--- src/rtl/stack_tx_scheduler.sv ---
// stack_tx_scheduler
// Watches four 48-bit instrument stacks, queues each one when it settles on a
// new value, and sends queued stacks round-robin as framed bytes over a
// valid/ready byte interface: SYNC_BYTE, then the six stack bytes MSB first.
// Optional feature macro: FRAME_CHECKSUM_EN -- when defined, an XOR checksum
// of the six data bytes is appended as an eighth frame byte.
module stack_tx_scheduler #(
    parameter logic [7:0]  SYNC_BYTE  = 8'hAA,
    parameter int unsigned STABLE_CYC = 2
) (
    input  logic        CLK_100KHZ,
    input  logic        RESET,
    input  logic [47:0] STACK0,
    input  logic [47:0] STACK1,
    input  logic [47:0] STACK2,
    input  logic [47:0] STACK3,
    input  logic [3:0]  SRC_EN,
    output logic [7:0]  TX_DATA,
    output logic        TX_VALID,
    input  logic        TX_READY,
    output logic        BUSY,
    output logic [1:0]  CUR_SRC,
    output logic [3:0]  OVERRUN
);

    localparam int DATA_W = 48;
    localparam logic [3:0] STABLE_W = STABLE_CYC[3:0];

    localparam logic [2:0] S_IDLE  = 3'd0;
    localparam logic [2:0] S_ARB   = 3'd1;
    localparam logic [2:0] S_LATCH = 3'd2;
    localparam logic [2:0] S_SYNC  = 3'd3;
    localparam logic [2:0] S_DATA  = 3'd4;
`ifdef FRAME_CHECKSUM_EN
    localparam logic [2:0] S_CHK   = 3'd5;
`endif
    localparam logic [2:0] S_DONE  = 3'd6;

    logic [DATA_W-1:0] stack_in [4];
    logic [DATA_W-1:0] stack_p0 [4];   // input sample
    logic [DATA_W-1:0] stack_p1 [4];   // previous sample
    logic [DATA_W-1:0] shadow   [4];   // last value declared new
    logic [3:0]        run      [4];   // consecutive identical samples
    logic [3:0]        run_nxt  [4];
    logic [3:0]        new_stk;

    logic [3:0]        pending;
    logic [3:0]        elig;
    logic [3:0]        clr;
    logic [1:0]        rr;
    logic [1:0]        pick;
    logic              pick_ok;
    logic [1:0]        idx;
    logic [1:0]        sel;

    logic [2:0]        state;
    logic [DATA_W-1:0] txbuf;
    logic [2:0]        byte_cnt;
    logic              busy_r;
    logic [1:0]        cur_src_r;
`ifdef FRAME_CHECKSUM_EN
    logic [7:0]        chk;
`endif

    assign stack_in[0] = STACK0;
    assign stack_in[1] = STACK1;
    assign stack_in[2] = STACK2;
    assign stack_in[3] = STACK3;

    assign BUSY    = busy_r;
    assign CUR_SRC = cur_src_r;

    // Stability counter and new-stack detection: a sample that differs from the
    // shadow only counts once it has been seen unchanged STABLE_CYC times, which
    // hides the skew of the slow-domain writer updating the stack piecewise.
    always_comb begin
        for (int i = 0; i < 4; i++) begin
            if (stack_p0[i] != stack_p1[i]) begin
                run_nxt[i] = 4'd1;
            end else if (run[i] != 4'hF) begin
                run_nxt[i] = run[i] + 4'd1;
            end else begin
                run_nxt[i] = run[i];
            end
            new_stk[i] = (stack_p0[i] != shadow[i]) && (run_nxt[i] >= STABLE_W);
        end
    end

    // Sample the stacks, track stability and capture settled values.
    always_ff @(posedge CLK_100KHZ or negedge RESET) begin
        if (!RESET) begin
            for (int i = 0; i < 4; i++) begin
                stack_p0[i] <= '0;
                stack_p1[i] <= '0;
                shadow[i]   <= '0;
                run[i]      <= '0;
            end
        end else begin
            for (int i = 0; i < 4; i++) begin
                stack_p0[i] <= stack_in[i];
                stack_p1[i] <= stack_p0[i];
                run[i]      <= run_nxt[i];
                if (new_stk[i]) begin
                    shadow[i] <= stack_p0[i];
                end
            end
        end
    end

    // Round-robin pick: the eligible source at the smallest offset from rr wins.
    // The loop runs from the largest offset down so the last hit is the nearest.
    always_comb begin
        elig    = pending & SRC_EN;
        pick    = rr;
        pick_ok = 1'b0;
        idx     = '0;
        for (int k = 3; k >= 0; k--) begin
            idx = rr + k[1:0];
            if (elig[idx]) begin
                pick    = idx;
                pick_ok = 1'b1;
            end
        end
        clr = (state == S_LATCH) ? (4'b0001 << sel) : 4'b0000;
    end

    // Pending and sticky overrun flags. A new stack arriving in the very cycle
    // its predecessor is latched is not an overrun: the old one is not lost,
    // and set beats clear so the new one goes out in a later frame.
    always_ff @(posedge CLK_100KHZ or negedge RESET) begin
        if (!RESET) begin
            pending <= '0;
            OVERRUN <= '0;
        end else begin
            for (int i = 0; i < 4; i++) begin
                if (!SRC_EN[i]) begin
                    pending[i] <= 1'b0;
                end else if (new_stk[i]) begin
                    pending[i] <= 1'b1;
                    if (pending[i] && !clr[i]) begin
                        OVERRUN[i] <= 1'b1;
                    end
                end else if (clr[i]) begin
                    pending[i] <= 1'b0;
                end
            end
        end
    end

    // Frame sequencer: arbitrate, latch the chosen shadow, then walk the frame
    // bytes, advancing only on an accepted handshake.
    always_ff @(posedge CLK_100KHZ or negedge RESET) begin
        if (!RESET) begin
            state     <= S_IDLE;
            sel       <= '0;
            rr        <= '0;
            txbuf     <= '0;
            byte_cnt  <= '0;
            busy_r    <= 1'b0;
            cur_src_r <= '0;
`ifdef FRAME_CHECKSUM_EN
            chk       <= '0;
`endif
        end else begin
            case (state)
                S_IDLE: begin
                    // Looking at new_stk as well saves a cycle of start latency.
                    if (|(elig | (new_stk & SRC_EN))) begin
                        state <= S_ARB;
                    end
                end
                S_ARB: begin
                    if (pick_ok) begin
                        sel   <= pick;
                        state <= S_LATCH;
                    end else begin
                        state <= S_IDLE;
                    end
                end
                S_LATCH: begin
                    txbuf     <= shadow[sel];
                    cur_src_r <= sel;
                    rr        <= sel + 2'd1;
                    busy_r    <= 1'b1;
                    byte_cnt  <= '0;
`ifdef FRAME_CHECKSUM_EN
                    chk       <= '0;
`endif
                    state     <= S_SYNC;
                end
                S_SYNC: begin
                    if (TX_READY) begin
                        state <= S_DATA;
                    end
                end
                S_DATA: begin
                    if (TX_READY) begin
`ifdef FRAME_CHECKSUM_EN
                        chk   <= chk ^ txbuf[DATA_W-1 -: 8];
`endif
                        txbuf <= {txbuf[DATA_W-9:0], 8'h00};
                        if (byte_cnt == 3'd5) begin
`ifdef FRAME_CHECKSUM_EN
                            state  <= S_CHK;
`else
                            state  <= S_DONE;
                            busy_r <= 1'b0;
`endif
                        end else begin
                            byte_cnt <= byte_cnt + 3'd1;
                        end
                    end
                end
`ifdef FRAME_CHECKSUM_EN
                S_CHK: begin
                    if (TX_READY) begin
                        state  <= S_DONE;
                        busy_r <= 1'b0;
                    end
                end
`endif
                S_DONE: begin
                    state <= S_IDLE;
                end
                default: begin
                    state <= S_IDLE;
                end
            endcase
        end
    end

    // Byte offer decoded from state so an async reset drops TX_VALID at once;
    // all sources are registers, so the byte holds steady through a stall.
    always_comb begin
        TX_VALID = 1'b0;
        TX_DATA  = 8'h00;
        case (state)
            S_SYNC: begin
                TX_VALID = 1'b1;
                TX_DATA  = SYNC_BYTE;
            end
            S_DATA: begin
                TX_VALID = 1'b1;
                TX_DATA  = txbuf[DATA_W-1 -: 8];
            end
`ifdef FRAME_CHECKSUM_EN
            S_CHK: begin
                TX_VALID = 1'b1;
                TX_DATA  = chk;
            end
`endif
            default: begin
                TX_VALID = 1'b0;
                TX_DATA  = 8'h00;
            end
        endcase
    end

endmodule

--- config.mk ---
export PLATFORM = sky130hd
export DESIGN_NAME = stack_tx_scheduler
export DESIGN_NICKNAME = d
export VERILOG_FILES = /design/src/rtl/stack_tx_scheduler.sv
export SDC_FILE = /design/constraint.sdc
export NUM_CORES = 1
export LEC_CHECK = 0
export ABC_CLOCK_PERIOD_IN_PS = 2800
export BUFFER_PORTS_ARGS = -buffer_cell sky130_fd_sc_hd__buf_2
export CAP_MARGIN = 20
export CELL_PAD_IN_SITES_DETAIL_PLACEMENT = 1
export CELL_PAD_IN_SITES_GLOBAL_PLACEMENT = 1
export CORE_ASPECT_RATIO = 2
export CORE_UTILIZATION = 30
export CTS_BUF_LIST = sky130_fd_sc_hd__clkbuf_8
export CTS_CLUSTER_DIAMETER = 200
export DETAILED_ROUTE_END_ITERATION = 12
export PLACE_DENSITY_LB_ADDON = 0.1
export RECOVER_POWER = 50
export SLEW_MARGIN = 20
export SYNTH_ARGS = -nofsm -noshare
export SYNTH_HDL_FRONTEND = slang
export SYNTH_SLANG_ARGS = --single-unit
--- constraint.sdc ---
create_clock -name CLK_100KHZ -period 2.8 [get_ports CLK_100KHZ]
set_input_delay 0.56 -clock CLK_100KHZ [delete_from_list [all_inputs] [get_ports CLK_100KHZ]]
set_output_delay 0.56 -clock CLK_100KHZ [all_outputs]
set_load 0.1 [all_outputs]
==> out/results.ini, run 1 <==
[worst_setup_path]
crit_fanout = 28
critPathSlowestCell = dfrtp_1
crit_chain = buf_4 > xor2_1 > nor4_1 > buf_4 > nand4_1 > nor3_4 > or3_2 > buf_12 > mux2_4
startpoint = stack_p0[155]$_DFF_PN0_
crit_family = simple AND/OR/NAND/NOR gates
crit_type = reg2reg
crit_buf_inv = 3
critPathRequiredTime_ns = 3.45
rr_startpoint = stack_p0[155]$_DFF_PN0_
slowest_delay_ns = 0.40
crit_arrival_ns = 3.32
cp-end-kind = register
critPathLaunchType = register
crit_top_cell = buf_4

[floorplanning]
rows = 153
fp.dieArea_um2 = 89010
die_x_um = 211.5
initial_utilization = 0.3029
core_area_um2 = 86910
ios = 215
die_h_um = 420.9

[placed_design]
dp_cells = 3267
port_buffers = 214
placed_area_um2 = 30250
place_ws_ns = -0.1047
place.gp.congestion = 0.8048
hpwlAfterDp_um = 70310

[logic_synthesis]
synth.avg_cell_area_um2 = 14.77
synth_top_area_cell = dfrtp_1
yosys.cell_types.count = 48
synthCells = 1782
ys_seq_area_frac = 0.6283
syn_nets = 1991
synth_edf_count = 0
synthArstFlopShare = 1.000
synth.cell_area_um2 = 26330
synth_seq_cells = 661
synth_ff_type = dfrtp_1
synth_area_leaders = dfrtp_1 63%, xnor2_1 6.5%, xor2_1 6.4%
yosysWarnings = 0
synth_top_cell_area_share = 0.6283

[layout]
design_area_um2 = 34200
area_growth_pct = 29.91
final_util = 0.3935
ff_latch_area_um2 = 16550
final_cell_count_no_fill = 3654
multi_input_area_um2 = 9570
fill_cells = 9165
nNetsFinal = 2617
drive_gt1_frac = 0.2953

[grt]
grt_pass1_wl_um = 133400
grt_pass1_vias = 19190
grt_max_degree = 85
antenna_found_initial = 1
overflow = 0
grtUsageTotal = 0.2120

[route]
viasPerCell = 4.588
drtIter0Drc = 566
drt-wirelength-per-cell_um = 24.82
detail-route-antenna-nets = 0
first_pass_iters = 4
num_vias = 16760
routed_wl_um = 90700
drc = 0

[pwr]
combPwrFrac = 0.109
power_leakage_nw = 15.57
pwr_density_cell_nw_per_um2 = 642.1
intPower_mw = 15.96
p_clk_frac = 0.398
swShare = 0.2732
p_seq_frac = 0.493
p_sw_mw = 6.001
finalPower_mw = 21.96
ir_drop_mv = 0.3165

[sta]
tns_ns = 0
holdWs_ns = 0.1108
setup_viol = 0
finalHoldViolCount = 0
max_freq_mhz = 374.3
tightest_slew_ns = 1.381
fin_skew_ns = 0.04006
drv_slew = 0
fin_ws_ns = 0.1284
finalCritPeriodShare = 0.9541
fin_crit_ns = 2.672
slew_headroom = 0.07914
rsz0062_at_grt = no

[clock_tree]
clockRootBuffer = clkbuf_8
cts.clk_slew.worst_paths_ns = 0.07
clkSinkCount = 661
tritoncts = done
cts_made_buffers = 102
cts_max_level = 3
cts_buffer_depth = 3
clk_latency_ns = 0.78

[job]
drv_cap = 0

[hold_path]
hp-start = SRC_EN[2]
worst_hold_path_type = in2reg

[status]
outcome = completed

worst register-to-register path: cells and delay by family (launching register included):
| kind | cells | cell delay (ns) |
|---|---|---|
| flip-flops | 1 | 0.40 |
| AND/OR/NAND/NOR | 4 | 1.02 |
| XOR/XNOR | 1 | 0.16 |
| multiplexers | 1 | 0.35 |
| buffers and inverters | 3 | 0.62 |
cell families (layout without fill, tap and decap cells):
logic type                 after synthesis  count (layout)  synth area share
DFF                                    661             661            0.6283
xor gates and xnor gates               388             388            0.1291
and+or+nand+nor                        291             291           0.05860
muxes                                  284             284            0.1468
AOI/OAI and AO/OA                       90              90           0.02015
buffers and inverters                   58             765           0.01231
adders and majority gates               10              10          0.004753
other                                    0               3                 0
state kept, by name, indices dropped and copies added, names as in the netlist:
register  count
stack_p0    192
shadow      192
state         3
txbuf        48
OVERRUN       4
BUSY          1
CUR_SRC       2
stack_p1    192
pending       4
rr            2
run          16
sel           2
byte_cnt      3
area by class of cell:
type / instances / area share
Clock buffer: 131 / 0.05272
Tap cell: 1162 / 0.04251
Antenna cell: 3 / 0.0002195
Sequential cell: 661 / 0.4838
Clock inverter: 54 / 0.01131
Timing Repair Buffer: 572 / 0.1287
Inverter: 8 / 0.0008781
Multi-Input combinational cell: 1063 / 0.2798
synthesized netlist by cell type, types with 2 or more instances:
library cell	instances
ha_1	10
xnor2_1	196
xor2_1	192
nor4_2	2
buf_2	8
o21bai_1	2
or3_1	2
nor4_1	58
mux4_2	48
a31o_2	3
nor2_1	62
mux2i_1	44
nand2_1	49
buf_1	9
dfrtp_1	661
o21a_1	2
and2_1	7
a211oi_1	5
clkbuf_1	25
inv_1	8
mux2_2	144
a31oi_1	4
nand3_1	26
a21o_1	4
buf_12	5
buf_4	2
mux2_4	48
nand4_1	64
a21oi_1	48
nor3_1	12
o21ai_0	13
nor3b_1	2
o31ai_1	2
power groups by stage:
stage	logic, mW	registers [mW]	clock network, mW
after floorplan	1.23	10.8	0
after global placement	2.23	11.0	0
after detailed placement	2.26	11.0	0
after CTS	2.50	10.8	9.15
after global routing	2.67	10.9	9.48
final	2.40	10.8	8.74
repair_timing:
item                       in CTS  in global routing
hold endpoints to repair      231                  0
resized for setup               9                  9
setup endpoints to repair      11                 43
hold buffers                  196                  0
setup buffers                   3                  0
final timing paths:
path                                      endpoint  slack [ns]  cells past startpoint
setup / recovery           shadow[148]$_DFFE_PN0P_        0.13                      9
hold / removal              pending[2]$_DFFE_PN0P_        0.11                      2
setup reg to reg           shadow[148]$_DFFE_PN0P_        0.13                      9
hold reg to reg            stack_p1[174]$_DFF_PN0_        0.44                      0
max in group asynchronous   stack_p1[75]$_DFF_PN0_        0.23                      4
min in group asynchronous  stack_p0[151]$_DFF_PN0_        0.63                      2
metal layers:
metal | wire length (um) | track usage | vias up
met4 | 4451 | 0.1024 | 0
met1 | 32950 | 0.2277 | 8784
met3 | 2731 | 0.02965 | 134
li1 | - | - | 7492
met2 | 50560 | 0.3990 | 354
met5 | 0 | 0 | -
placed cells by master, fill, tap and decap left out, types with 3 or more instances in the layout:
| cell type | Yosys | routed |
|---|---|---|
| diode_2 | 0 | 3 |
| nand3_1 | 26 | 26 |
| xor2_1 | 192 | 192 |
| a211oi_1 | 5 | 5 |
| nor4_4 | 1 | 3 |
| mux2i_1 | 44 | 44 |
| buf_4 | 2 | 94 |
| o21ai_0 | 13 | 13 |
| bufinv_16 | 0 | 5 |
| dlygate4sd3_1 | 0 | 196 |
| clkbuf_8 | 0 | 131 |
| clkbuf_4 | 0 | 7 |
| mux2_4 | 48 | 48 |
| and2_1 | 7 | 6 |
| nor4_1 | 58 | 50 |
| a31o_2 | 3 | 3 |
| a31oi_1 | 4 | 4 |
| nand2_1 | 49 | 47 |
| ha_1 | 10 | 10 |
| clkbuf_2 | 0 | 9 |
| clkbuf_1 | 25 | 74 |
| clkinv_2 | 0 | 26 |
| mux2_2 | 144 | 144 |
| nor4_2 | 2 | 8 |
| nor3_1 | 12 | 11 |
| a21o_1 | 4 | 4 |
| buf_12 | 5 | 26 |
| nand4_1 | 64 | 64 |
| xnor2_1 | 196 | 196 |
| a21oi_1 | 48 | 48 |
| inv_1 | 8 | 28 |
| mux4_2 | 48 | 48 |
| nor2_1 | 62 | 60 |
| buf_2 | 8 | 165 |
| dfrtp_1 | 661 | 658 |
(Power assumes the default switching activity.)
==> run 2, diff against run 1 <==
==> constraint.sdc (replaced) <==
create_clock -name CLK_100KHZ -period 2.8 [get_ports CLK_100KHZ]
set_input_delay 0.14 -clock CLK_100KHZ [delete_from_list [all_inputs] [get_ports CLK_100KHZ]]
set_output_delay 0.14 -clock CLK_100KHZ [all_outputs]
set_load 0.1 [all_outputs]
==> run 2 against run 1 <==
Compared with the run above:
- global-route usage is 0.32 points higher
- final cell count rose by 5.4%
- first-iteration DRC count grew 21%
==> out/results.ini, run 2 (same netlist as run 1, synthesis figures left out) <==
[sta]
drv_slew = 0
tightest_slew_ns = 1.467
fin_crit_ns = 2.694
max_freq_mhz = 371.2
finalCritPeriodShare = 0.9622
rsz0062_at_grt = yes
slew_headroom = 0.02218
setup_viol = 0
fin_skew_ns = 0.04164
finalHoldViolCount = 0
fin_ws_ns = 0.1059

[worst_setup_path]
reg2regPathDepth = 7
crit_chain = xnor2_1 > nand4_1 > nor4_2 > nand3_2 > or3_2 > buf_12 > mux2_4
r2r-end = shadow[187]$_DFFE_PN0P_
crit_fanout = 29
crit_type = reg2reg
rr_startpoint = stack_p0[146]$_DFF_PN0_
r2r_slack_ns = 0.11
critPathSlowestCell = or3_2
slowest_delay_ns = 0.56
crit_arrival_ns = 3.33
critPathLaunchType = register
critPathRequiredTime_ns = 3.44
cp-end-kind = register

[floorplanning]
die_h_um = 420.9
initial_utilization = 0.3029
fp.dieArea_um2 = 89010
rows = 153
ios = 215
die_x_um = 211.5
core_area_um2 = 86910

[route]
drc = 0
detail-route-antenna-nets = 0
drt-wirelength-per-cell_um = 23.91
drtIter0Drc = 686
routed_wl_um = 92140
viasPerCell = 4.542
first_pass_iters = 4
num_vias = 17500

[hold_path]
hp-start = STACK0[15]
hold_path_end = stack_p0[159]$_DFF_PN0_
worst_hold_path_type = in2reg
whs_path_depth = 2

[layout]
design_area_um2 = 36100
final_common_cell = dfrtp_1
final_cell_count_no_fill = 3853
reg_top3 = shadow: 192 flops, stack_p0: 192 flops, stack_p1: 192 flops
drive_gt1_frac = 0.2955
fill_cells = 9078
area_growth_pct = 37.13
mostFrequentLayoutCells = 659 x dfrtp_1, 388 x dlygate4sd3_1, 203 x buf_2
nNetsFinal = 2817
final_util = 0.4154

[placed_design]
place_ws_ns = -0.2125
place.gp.congestion = 0.8193
hpwlAfterDp_um = 69860
placed_area_um2 = 30130
port_buffers = 214
dp_cells = 3277

[clock_tree]
cts_max_level = 3
clk_latency_ns = 0.78
clkSinkCount = 661
tritoncts = done
cts_buffer_depth = 3
cts_made_buffers = 102
clockRootBuffer = clkbuf_8
cts.clk_slew.worst_paths_ns = 0.07

[grt]
overflow = 0
grt_pass1_wl_um = 136600
grtUsageTotal = 0.2151
grt_max_degree = 81
antenna_found_initial = 1
grt_pass1_vias = 20130

[pwr]
power_leakage_nw = 16.52
intPower_mw = 16.11
swShare = 0.2730
p_clk_frac = 0.394
ir_drop_mv = 0.3515
combPwrFrac = 0.116
p_sw_mw = 6.047
p_seq_frac = 0.489
pwr_density_cell_nw_per_um2 = 613.6

[job]
drv_cap = 0

[status]
outcome = completed

[run 2: changes by cell type in the layout (fill, tap and decap cells not counted), sizes merged]
cell         delta
dlygate4sd3   +192
clkbuf         -69
bufinv          +1
diode           -2
inv             +3
buf            +73
clkinvlp        +1
[run 2: power groups by stage]
| stage | Clock, mW | Sequential [mW] | Combinational [mW] |
|---|---|---|---|
| after floorplan | 0 | 10.8 | 1.23 |
| after global placement | 0 | 11.0 | 2.15 |
| after detailed placement | 0 | 11.0 | 2.20 |
| after CTS | 9.10 | 10.8 | 2.65 |
| after global routing | 9.49 | 10.9 | 2.84 |
| final | 8.73 | 10.8 | 2.58 |
[run 2: layer usage]
layer  global-route usage  share of wire
met2               0.4158           0.57
met3              0.03144          0.029
met4              0.07705          0.036
met5                    0              0
met1               0.2315           0.36
[run 2: area by class of cell]
type / instances / area (um^2) / area share
Multi-Input combinational cell: 1063 / 9527 / 0.2639
Sequential cell: 661 / 16550 / 0.4583
Tap cell: 1162 / 1454 / 0.04027
Timing Repair Buffer: 772 / 6361 / 0.1762
Clock inverter: 59 / 431.7 / 0.01196
Inverter: 8 / 30.03 / 0.0008318
Clock buffer: 127 / 1748 / 0.04842
Antenna cell: 1 / 2.502 / 0.00006932
[run 2: critical path, delay by kind of cell (launching register included)]
kind                      cells  cell delay [ns]
and+or+nand+nor               4             1.26
muxes                         1             0.33
buffers and inverters         1             0.22
DFF                           1             0.40
xor gates and xnor gates      1             0.33
[run 2: worst max path at each step]
| stage | startpoint | endpoint | slack, ns | cells after the start |
|---|---|---|---|---|
| finish | stack_p0[146]$_DFF_PN0_ | shadow[187]$_DFFE_PN0P_ | 0.11 | 7 |
| detailed placement | stack_p0[172]$_DFF_PN0_ | state[0]$_DFFE_PN0P_ | -0.21 | 10 |
| floorplan | stack_p0[176]$_DFF_PN0_ | shadow[144]$_DFFE_PN0P_ | 0.55 | 8 |
| global placement | stack_p0[65]$_DFF_PN0_ | state[0]$_DFFE_PN0P_ | -0.20 | 10 |
| global route | stack_p0[191]$_DFF_PN0_ | state[0]$_DFFE_PN0P_ | -0.03 | 10 |
| CTS | stack_p0[89]$_DFF_PN0_ | shadow[74]$_DFFE_PN0P_ | 0.02 | 10 |
[run 2: what timing repair did]
action                                  in CTS  in global routing
hold endpoints to repair                   588                  0
gates resized for setup                     12                  4
pin swaps                                    0                  1
hold buffers                               389                  0
buffers inserted                             0                  0
endpoints found under the setup margin      11                 50
[run 2: through the flow]
stage | hold slack, ns | total power [mW] | TNS [ns]
after floorplan | -0.1556 | 12.07 | 0
after global placement | 0.1932 | 13.15 | -0.3900
after detailed placement | 0.2179 | 13.23 | -0.3736
after CTS | 0.0002739 | 22.60 | 0
after global routing | 0.04641 | 23.25 | -0.02658
final | 0.07942 | 22.15 | 0
==> run 3, diff against run 2 <==
--- a/config.mk
+++ b/config.mk
@@ -5,6 +5,7 @@
 export SDC_FILE = /design/constraint.sdc
 export NUM_CORES = 1
 export LEC_CHECK = 0
+export ABC_AREA = 1
 export ABC_CLOCK_PERIOD_IN_PS = 2800
 export BUFFER_PORTS_ARGS = -buffer_cell sky130_fd_sc_hd__buf_2
 export CAP_MARGIN = 20
==> run 3 against run 2 <==
Compared with the run above:
- the run now ends with max-capacitance violations, max-slew violations left
- combinational power up 10%
- clock power up 3.1%
- critical path depth fell by 2
- core utilization down 1.4 points
- clock skew shrank 0.010 ns
- synthesized area increased by 4.8%
- final cell count increased by 23%
- count of clock-buffer cells in the layout rose by 16
- first-iteration DRC count up 29%
- global-route usage shrank 0.41 points
- maximum frequency decreased by 0.84%
- critical endpoint is now TX_DATA[5]
- largest power group unchanged
- highest routed layer unchanged
==> out/results.ini, run 3 <==
[grt]
grtUsageTotal = 0.2110
grt_max_degree = 100
grt_pass1_wl_um = 147300
antenna_found_initial = 1
grt_pass1_vias = 24710
overflow = 0

[route]
num_vias = 21700
drt-wirelength-per-cell_um = 20.12
viasPerCell = 4.579
detail-route-antenna-nets = 0
first_pass_iters = 4
drtIter0Drc = 885
drc = 0
routed_wl_um = 95370

[logic_synthesis]
synth_top_cells_by_count = 661 x dfrtp_1, 558 x nand2_1, 245 x nor2_1, 241 x inv_1, 189 x o21ai_0
ys_seq_area_frac = 0.5998
synth_top_cell_area_share = 0.5998
yosysWarnings = 0
synth_most_common_cell = dfrtp_1
yosys.cell_types.count = 43
synth_seq_cells = 661
synthCells = 2755
synth.cell_area_um2 = 27580
syn_nets = 2964
synthArstFlopShare = 1.000
synth_area_leaders = dfrtp_1 60%, nand2_1 7.6%, xnor2_1 4.6%
synth_top_area_cell = dfrtp_1
synth_edf_count = 0
synth_ff_type = dfrtp_1
synth.avg_cell_area_um2 = 10.01

[sta]
finalCritPeriodShare = 0.9703
max_freq_mhz = 368.1
fin_ws_ns = 0.08316
fin_crit_ns = 2.717
finalHoldViolCount = 0
rsz0062_at_grt = no
setup_viol = 0
slew_headroom = -0.1238
tightest_slew_ns = 1.686
fin_skew_ns = 0.03130
drv_slew = 15

[placed_design]
place_ws_ns = 0.06262
port_buffers = 214
hpwlAfterDp_um = 69200
place.gp.congestion = 0.8329
placed_area_um2 = 30570

[floorplanning]
die_x_um = 216.4
initial_utilization = 0.3019
fp.dieArea_um2 = 93210
rows = 157
core_area_um2 = 91340
die_h_um = 430.8
ios = 215

[clock_tree]
tritoncts = done
cts_made_buffers = 105
cts.clk_slew.worst_paths_ns = 0.07
clk_latency_ns = 0.78
clockRootBuffer = clkbuf_8
cts_buffer_depth = 3
cts_setup_buffers = 0
cts_max_level = 3
clkSinkCount = 661

[worst_setup_path]
crit_arrival_ns = 2.58
crit_type = reg2out
startpoint = state[0]$_DFFE_PN0P_
rr_startpoint = stack_p0[146]$_DFF_PN0_
r2r-end = shadow[183]$_DFFE_PN0P_
critPathRequiredTime_ns = 2.66
reg2regPathDepth = 14
r2r_slack_ns = 0.29
crit_fanout = 58
cp-endpoint = TX_DATA[5]
cp-end-kind = primary output
critPathLaunchType = register

[pwr]
ir_drop_mv = 0.3696
power_leakage_nw = 17.37
pwr_density_cell_nw_per_um2 = 614.5

[layout]
ff_latch_area_um2 = 16540
final_common_cell = dfrtp_1
drive_gt1_frac = 0.1617
mostFrequentLayoutCells = 660 x dfrtp_1, 556 x nand2_1, 390 x dlygate4sd3_1
area_growth_pct = 32.87
fill_cells = 10330
reg_top3 = shadow: 192 flops, stack_p0: 192 flops, stack_p1: 192 flops
nNetsFinal = 3670
multi_input_area_um2 = 9714
design_area_um2 = 36640
final_util = 0.4011

[job]
drv_cap = 1

[hold_path]
hp-start = SRC_EN[1]
worst_hold_path_type = in2reg

[status]
violations = max-capacitance violations, max-slew violations
outcome = complete, but fails checks

run 3: timing repair:
item,4_1_cts,5_1_grt
pin swaps,0,0
setup endpoints to repair,4,17
hold buffers,391,0
gates resized for setup,4,4
hold endpoints to repair,755,0
run 3: report_power, final:
part / switching, mW / total (mW) / internal [mW] / leakage, nW
registers: 0.538 / 10.7 / 10.1 / 8.25
logic: 1.69 / 2.84 / 1.15 / 7.85
clock network: 4.10 / 9.00 / 4.90 / 1.27
run 3: cell type report:
class / count / area share
flip-flops and latches: 661 / 0.4515
diodes: 3 / 0.0002049
inverters: 249 / 0.02551
clock buffers: 143 / 0.05372
repair buffers: 684 / 0.1546
multi-input cells: 1760 / 0.2651
well taps: 1192 / 0.04070
clock inverters: 47 / 0.008640
run 3: how the worst min path moves through the flow:
| stage | end | depth (start not counted) |
|---|---|---|
| after floorplan | BUSY$_DFFE_PN0P_ | 0 |
| after global placement | shadow[50]$_DFFE_PN0P_ | 1 |
| after detailed placement | run[4]$_DFF_PN0_ | 1 |
| after CTS | stack_p1[150]$_DFF_PN0_ | 3 |
| after global routing | pending[1]$_DFFE_PN0P_ | 4 |
| final | pending[1]$_DFFE_PN0P_ | 4 |
run 3: cells by family (layout without fill, tap and decap cells):
family	count (synthesis)	after routing	synth area share
AO/OA/AOI/OAI	405	405	0.07936
XOR/XNOR	276	276	0.08766
adder cells (fa/ha/maj)	10	10	0.004537
buffers and inverters	334	1123	0.04828
flip-flops	661	661	0.5998
multiplexers	57	57	0.02831
other	0	3	0
AND/OR/NAND/NOR	1012	1012	0.1520
run 3: routing by layer:
| layer | vias to the layer above | wire length [um] | global-route usage |
|---|---|---|---|
| met4 | 0 | 4390 | 0.1004 |
| li1 | 10220 | - | - |
| met1 | 10930 | 35880 | 0.2295 |
| met5 | - | 0 | 0 |
| met2 | 402 | 52160 | 0.3949 |
| met3 | 138 | 2939 | 0.03097 |
run 3: metrics by stage:
stage	power, mW	setup TNS, ns	instances	hold WS, ns
2_1_floorplan	12.07	-1.670	2755	-0.1556
6_report	22.51	0	4739	0.1909
3_3_place_gp	13.24	0	4155	0.1725
4_1_cts	22.98	0	4736	0.05604
5_1_grt	23.65	0	4737	0.1423
3_5_place_dp	13.34	0	4155	0.1745
run 3: worst max-delay path, stage by stage, from the launching register on:
cell     delay, ns
dfrtp_1       0.43
nor2_1        0.14
nand2_2       0.09
buf_12        0.19
o21ai_0       0.50
buf_4         0.40
